## src/rtl/mem_sweep_reader.sv

```systemverilog
// Sweeps every address of a small read-latency memory after unlock, holding each
// returned byte with its address on the display outputs for a fixed dwell time.
module mem_sweep_reader #(
  parameter int ADDR_W = 4,
  parameter int DATA_W = 8,
  parameter int DWELL  = 50000000,
  parameter int RD_LAT = 1,
  parameter int LOOP   = 0
) (
  input  logic              clk,
  input  logic              rst,
  input  logic              o_unlock,
  input  logic              start,
  input  logic              pause,
  output logic [ADDR_W-1:0] mem_addr,
  output logic              mem_rd_en,
  input  logic [DATA_W-1:0] mem_data,
  output logic [ADDR_W-1:0] disp_addr,
  output logic [DATA_W-1:0] disp_data,
  output logic              disp_valid,
  output logic              busy,
  output logic              done
);

  localparam int DW_W  = (DWELL > 1) ? $clog2(DWELL) : 1;
  localparam int LAT_W = (RD_LAT > 1) ? $clog2(RD_LAT) : 1;
  localparam logic [DW_W-1:0]  DWELL_TC = DW_W'(DWELL - 1);
  localparam logic [LAT_W-1:0] LAT_LOAD = LAT_W'(RD_LAT - 1);

  typedef enum logic [2:0] {
    S_IDLE,
    S_REQ,
    S_WAIT,
    S_SHOW,
    S_DONE
  } state_t;

  state_t              state_q, state_d;
  logic                sync1_q, sync2_q, sync_prev_q;
  logic [ADDR_W-1:0]   addr_q, addr_d;
  logic [LAT_W-1:0]    lat_q, lat_d;
  logic [DW_W-1:0]     dwell_q, dwell_d;
  logic [ADDR_W-1:0]   disp_addr_q, disp_addr_d;
  logic [DATA_W-1:0]   disp_data_q, disp_data_d;
  logic                disp_valid_q, disp_valid_d;
  logic                done_q, done_d;

  logic start_edge;
  logic last_addr;

  assign start_edge = sync2_q & ~sync_prev_q;
  assign last_addr  = &addr_q;

  always_ff @(posedge clk or negedge rst) begin
    if (!rst) begin
      sync1_q     <= 1'b0;
      sync2_q     <= 1'b0;
      sync_prev_q <= 1'b0;
    end else begin
      sync1_q     <= start;
      sync2_q     <= sync1_q;
      sync_prev_q <= sync2_q;
    end
  end

  always_ff @(posedge clk or negedge rst) begin
    if (!rst) begin
      state_q      <= S_IDLE;
      addr_q       <= '0;
      lat_q        <= '0;
      dwell_q      <= '0;
      disp_addr_q  <= '0;
      disp_data_q  <= '0;
      disp_valid_q <= 1'b0;
      done_q       <= 1'b0;
    end else begin
      state_q      <= state_d;
      addr_q       <= addr_d;
      lat_q        <= lat_d;
      dwell_q      <= dwell_d;
      disp_addr_q  <= disp_addr_d;
      disp_data_q  <= disp_data_d;
      disp_valid_q <= disp_valid_d;
      done_q       <= done_d;
    end
  end

  always_comb begin
    state_d      = state_q;
    addr_d       = addr_q;
    lat_d        = lat_q;
    dwell_d      = dwell_q;
    disp_addr_d  = disp_addr_q;
    disp_data_d  = disp_data_q;
    disp_valid_d = disp_valid_q;
    done_d       = 1'b0;

    case (state_q)
      S_IDLE: begin
        if (start_edge && o_unlock) begin
          addr_d  = '0;
          state_d = S_REQ;
        end
      end
      S_REQ: begin
        lat_d   = LAT_LOAD;
        state_d = S_WAIT;
      end
      S_WAIT: begin
        if (lat_q == '0) begin
          disp_data_d  = mem_data;
          disp_addr_d  = addr_q;
          disp_valid_d = 1'b1;
          dwell_d      = '0;
          state_d      = S_SHOW;
        end else begin
          lat_d = lat_q - 1'b1;
        end
      end
      S_SHOW: begin
        if (!pause) begin
          if (dwell_q == DWELL_TC) begin
            if (!last_addr) begin
              addr_d  = addr_q + 1'b1;
              state_d = S_REQ;
            end else if (LOOP != 0) begin
              addr_d  = '0;
              done_d  = 1'b1;
              state_d = S_REQ;
            end else begin
              done_d  = 1'b1;
              state_d = S_DONE;
            end
          end else begin
            dwell_d = dwell_q + 1'b1;
          end
        end
      end
      S_DONE: begin
        state_d = S_IDLE;
      end
      default: begin
        state_d = S_IDLE;
      end
    endcase

    // Lock loss overrides everything, including a coincident dwell expiry.
    if ((state_q != S_IDLE) && !o_unlock) begin
      state_d      = S_IDLE;
      addr_d       = addr_q;
      disp_addr_d  = '0;
      disp_data_d  = '0;
      disp_valid_d = 1'b0;
      done_d       = 1'b0;
    end
  end

  assign mem_addr   = addr_q;
  assign mem_rd_en  = (state_q == S_REQ);
  assign busy       = (state_q == S_REQ) || (state_q == S_WAIT) || (state_q == S_SHOW);
  assign done       = done_q;
  assign disp_addr  = disp_addr_q;
  assign disp_data  = disp_data_q;
  assign disp_valid = disp_valid_q;

endmodule

```

## config.mk

```make
export PLATFORM = sky130hd
export DESIGN_NAME = mem_sweep_reader
export DESIGN_NICKNAME = d
export VERILOG_FILES = /design/src/rtl/mem_sweep_reader.sv
export SDC_FILE = /design/constraint.sdc
export NUM_CORES = 1
export LEC_CHECK = 0
export ABC_CLOCK_PERIOD_IN_PS = 2000
export BUFFER_PORTS_ARGS = -buffer_cell sky130_fd_sc_hd__buf_2
export CAP_MARGIN = 20
export CORE_MARGIN = 8
export CORE_UTILIZATION = 40
export DETAILED_ROUTE_END_ITERATION = 12
export GPL_ROUTABILITY_DRIVEN = 0
export PLACE_DENSITY = 0.63
export SLEW_MARGIN = 0
export SYNTH_ARGS = -nofsm -noshare
export SYNTH_HDL_FRONTEND = slang
export SYNTH_SLANG_ARGS = --single-unit
export TNS_END_PERCENT = 30
```

## constraint.sdc

```tcl
create_clock -name clk -period 2 [get_ports clk]
set_input_delay 0.4 -clock clk [delete_from_list [all_inputs] [get_ports clk]]
set_output_delay 0.4 -clock clk [all_outputs]
set_load 0.02 [all_outputs]
```

==> summary.md <==
| Metric | Value |
|---|---|
| Kind of critical path | reg -> reg |
| Most frequent cells after synthesis | dfrtp_1, nand2_1, nand3_1 |
| Net Sw Frac | 31.2% |
| Data required time of the worst path | 2200 ps |
| Total net switching power | just under 800 uW |
| TritonCTS clock tree | done |
| Clock transition time at the flip-flop clock pins of the worst setup and hold paths | 90 ps |
| Kind of capture point of the worst setup path | flip-flop |
| Die area | 0.00938 sq mm |
| Max-Slew Margin vs Limit | 69.2% |
| Total wire length | between 6000 and 7000 microns |
| Mapped Avg Cell Area | 10.3 sq um |
| Overflow left after global routing | 0 |
| Largest net degree at the start of global routing | 51 |
| Async SR Flop Fraction | 100% |
| Die Span X | roughly 97 microns |
| Vias | ~2300 |
| Area of all placed cells without fillers | just over 0.003 sq mm |
| Share of synthesized area occupied by flip-flops and latches | ~48% |
| Library cell occupying the most area in the post-synthesis netlist | dfrtp_1 |
| Buffers and inverters on the worst path | 0 |
| Count of input and output buffers | 32 |
| CP delay by family, top | simple AND/OR/NAND/NOR gates |
| Slew Viols, Final | 0 |
| Antenna violation net count after detailed routing | 0 |
| Minimum period implied by the final worst setup slack | approximately 1900 ps |
| Htree depth | 2 |
| Power density over cell area | between 700 and 800 mW/mm^2 |
| Cells along the critical path | nand4_2 -> nor4_4 -> nand2_1 -> and2_1 -> a221o_1 |
| Power after layout | 2470 uW |
| Synthesized netlist net count | 270 |
| Library cell used as clock root buffer | clkbuf_8 |
| Total I/O pin count | 33 |
| Peak fanout along the critical path | 7 |
| Worst-Margin Slew | approximately 460 ps |
| Leakage power figure | 0.00149 uW |
| Via count of the first global-routing pass | 2362 |
| Drt pass-1 iters | 4 |
| Number of synthesized flops with an enable pin | 0 |
| Instance count after placement with tap cells included | 371 |
| Number of sinks handled by clock tree synthesis | 50 |
| Setup repair after global routing missed its margin | no |
| Detail-routed via count per cell | 6.01 |
| Area growth syn-to-layout | 18.8% |
| Number of register bits inferred by synthesis | 50 |
| Routed wire per std cell | 17.5 microns |
| CP max stage delay | approximately 480 ps |
| Max rail drop VDD | 579 uV |
| Std cell rows | 29 |
| Slowest stage cell on the critical path | dfrtp_1 |
| Register-to-Register Setup Slack | 100 ps |
| Global-route wire length before repair | ~12000 microns |
| Vertical die dimension | 96.9 microns |
| Worst skew pair latency | 310 ps |
| Final std cells w/o fill | 379 |
| Yosys synthesis warning count | 0 |
| Synth Flop Type | dfrtp_1 |
| Total Neg Setup Slack | 0 ps |
| Area inside the core boundary | 0.00635 sq mm |
| Initial antenna violation count | 0 |
| Sequential Power Share | 48.3% |
| Leading cell types by total area after synthesis | dfrtp_1, a22o_1, nand2_1, nand3_1, nand4_1 |
| Effective utilization at floorplan | between 40% and 50% |
| DRC Markers | 0 |
| Share of layout cells above drive strength 1 | 26.5% |
| Half-perimeter wire length of the detailed placement result | 4770 microns |
| Worst min path class | in -> async |
| Diodes inserted | 0 |
| Post-synthesis instance total | roughly 260 |
| Cell Int Power | 1700 uW |
| Clock network fraction of design power | between 20 and 30% |
| Most used standard cell by instance count after synthesis | dfrtp_1 |
| Final hold violation count | 0 |
| Setup-violating endpoint count in the final report | 0 |
| Total of max-cap violations | 0 |
| Overall Global Routing Usage | between 10% and 20% |
| Result of the run | complete, no violations |
| Maximum root-to-sink buffer count | 2 |
| Number of distinct library cell variants in the gate-level netlist after synthesis | 49 |
| Worst path arrival time | about 2100 ps |
| DRC violation total after the first TritonRoute iteration | 119 |
| Total number of nets in the final design | ~320 |
| Fin Clk Skew | 7.14 ps |
| Combined area of all synthesized cells | 0.00262 sq mm |
| Comb pwr share | 22.8% |
| Number of buffers added by the clock tree synthesis step | 5 |
| Startpoint Class | flip-flop |
| Post-route clock period utilization | a little over nine tenths |
| Achievable Freq | 527 MHz |
| Share of Yosys cell area claimed by the top area cell type | 47.8% |
| Total placed instance area | 0.00298 sq mm |
through the flow:
step / worst slack, ps / hold WS [ps] / utilization (%)
floorplan: 169 / 104 / -
global placement: 134 / 332 / 46.9
CTS: 64.0 / 81.1 / 48.6
finish: 101 / 69.1 / 48.9
detailed placement: 83.8 / 336 / 46.9
global route: 3.94 / 78.5 / 48.9
sequential cells by signal, summed over array words and instances, names as in the netlist:
register     flops
sync1_q          1
done             1
disp_addr        4
dwell_q         26
disp_valid       1
mem_addr         4
disp_data        8
sync_prev_q      1
state_q          3
sync2_q          1
cell families after synthesis:
logic type      count (synthesis)  synth area share (%)
simple gates                  107                  25.1
compound gates                 71                  21.0
mux                             3                  1.15
buf+inv                        22                  3.92
fa+ha+maj                       2                 0.957
flops                          50                  47.8
cell usage in the layout (no fill, tap or decap), types with 2 or more instances in the layout:
master and n:
a31oi_1 9, ha_1 2, o31ai_1 7, inv_1 6, o211ai_1 4, nor3_1 2
a21oi_1 4, and4_1 4, nand3_1 16, buf_2 32, and2_1 3, o311ai_0 7
dfrtp_2 3, a22o_1 13, o31a_1 3, nand2_1 22, clkinv_2 2, a211o_1 3
mux2i_1 3, clkbuf_8 5, nor4_1 5, and4b_1 2, o21ai_0 6, dfrtp_1 47
buf_4 22, nand4_1 11, nand4_2 3, or4_1 2, nor2_1 11, a221o_1 4
nor2b_1 4, and3_1 9, nand2b_1 4, nor4_2 3
path summary, 6_finish.rpt:
check / start / to / cells after the start
min in group clk: start / sync1_q / 1
max: dwell_q[8] / dwell_q[21] / 5
max in group asynchronous: rst / dwell_q[2] / 2
max reg2reg: dwell_q[8] / dwell_q[21] / 5
min reg2reg: sync1_q / sync2_q / 0
min: rst / disp_data[0] / 2
metal layers:
layer,wire length (microns),track usage (%),vias up
li1,-,-,1090
met5,0,0,-
met2,3050,23.1,64
met1,3070,19.1,1107
met4,133,6.51,0
met3,397,4.05,15
power groups by stage:
stage | clock network, uW | registers [uW] | logic [uW]
floorplan | 0 | 1250 | 303
finish | 714 | 1190 | 562
global route | 781 | 1210 | 627
CTS | 732 | 1190 | 566
detailed placement | 0 | 1210 | 563
global placement | 0 | 1210 | 558
repair_timing:
| item | in CTS | in global routing |
|---|---|---|
| hold buffers | 0 | 0 |
| gates resized for setup | 0 | 5 |
| setup buffers | 0 | 0 |
| endpoints found under the setup margin | 0 | 13 |
layout make-up:
type | count | area [sq um]
Clock inverter | 3 | 40.0
Timing Repair Buffer | 55 | 345
Multi-Input combinational cell | 183 | 1280
Fill cell | 601 | 3240
Clock buffer | 5 | 68.8
Sequential cell | 50 | 1250
Tap cell | 77 | 96.3
Inverter | 6 | 22.5
No activity file was read; power rests on OpenSTA's default activity.
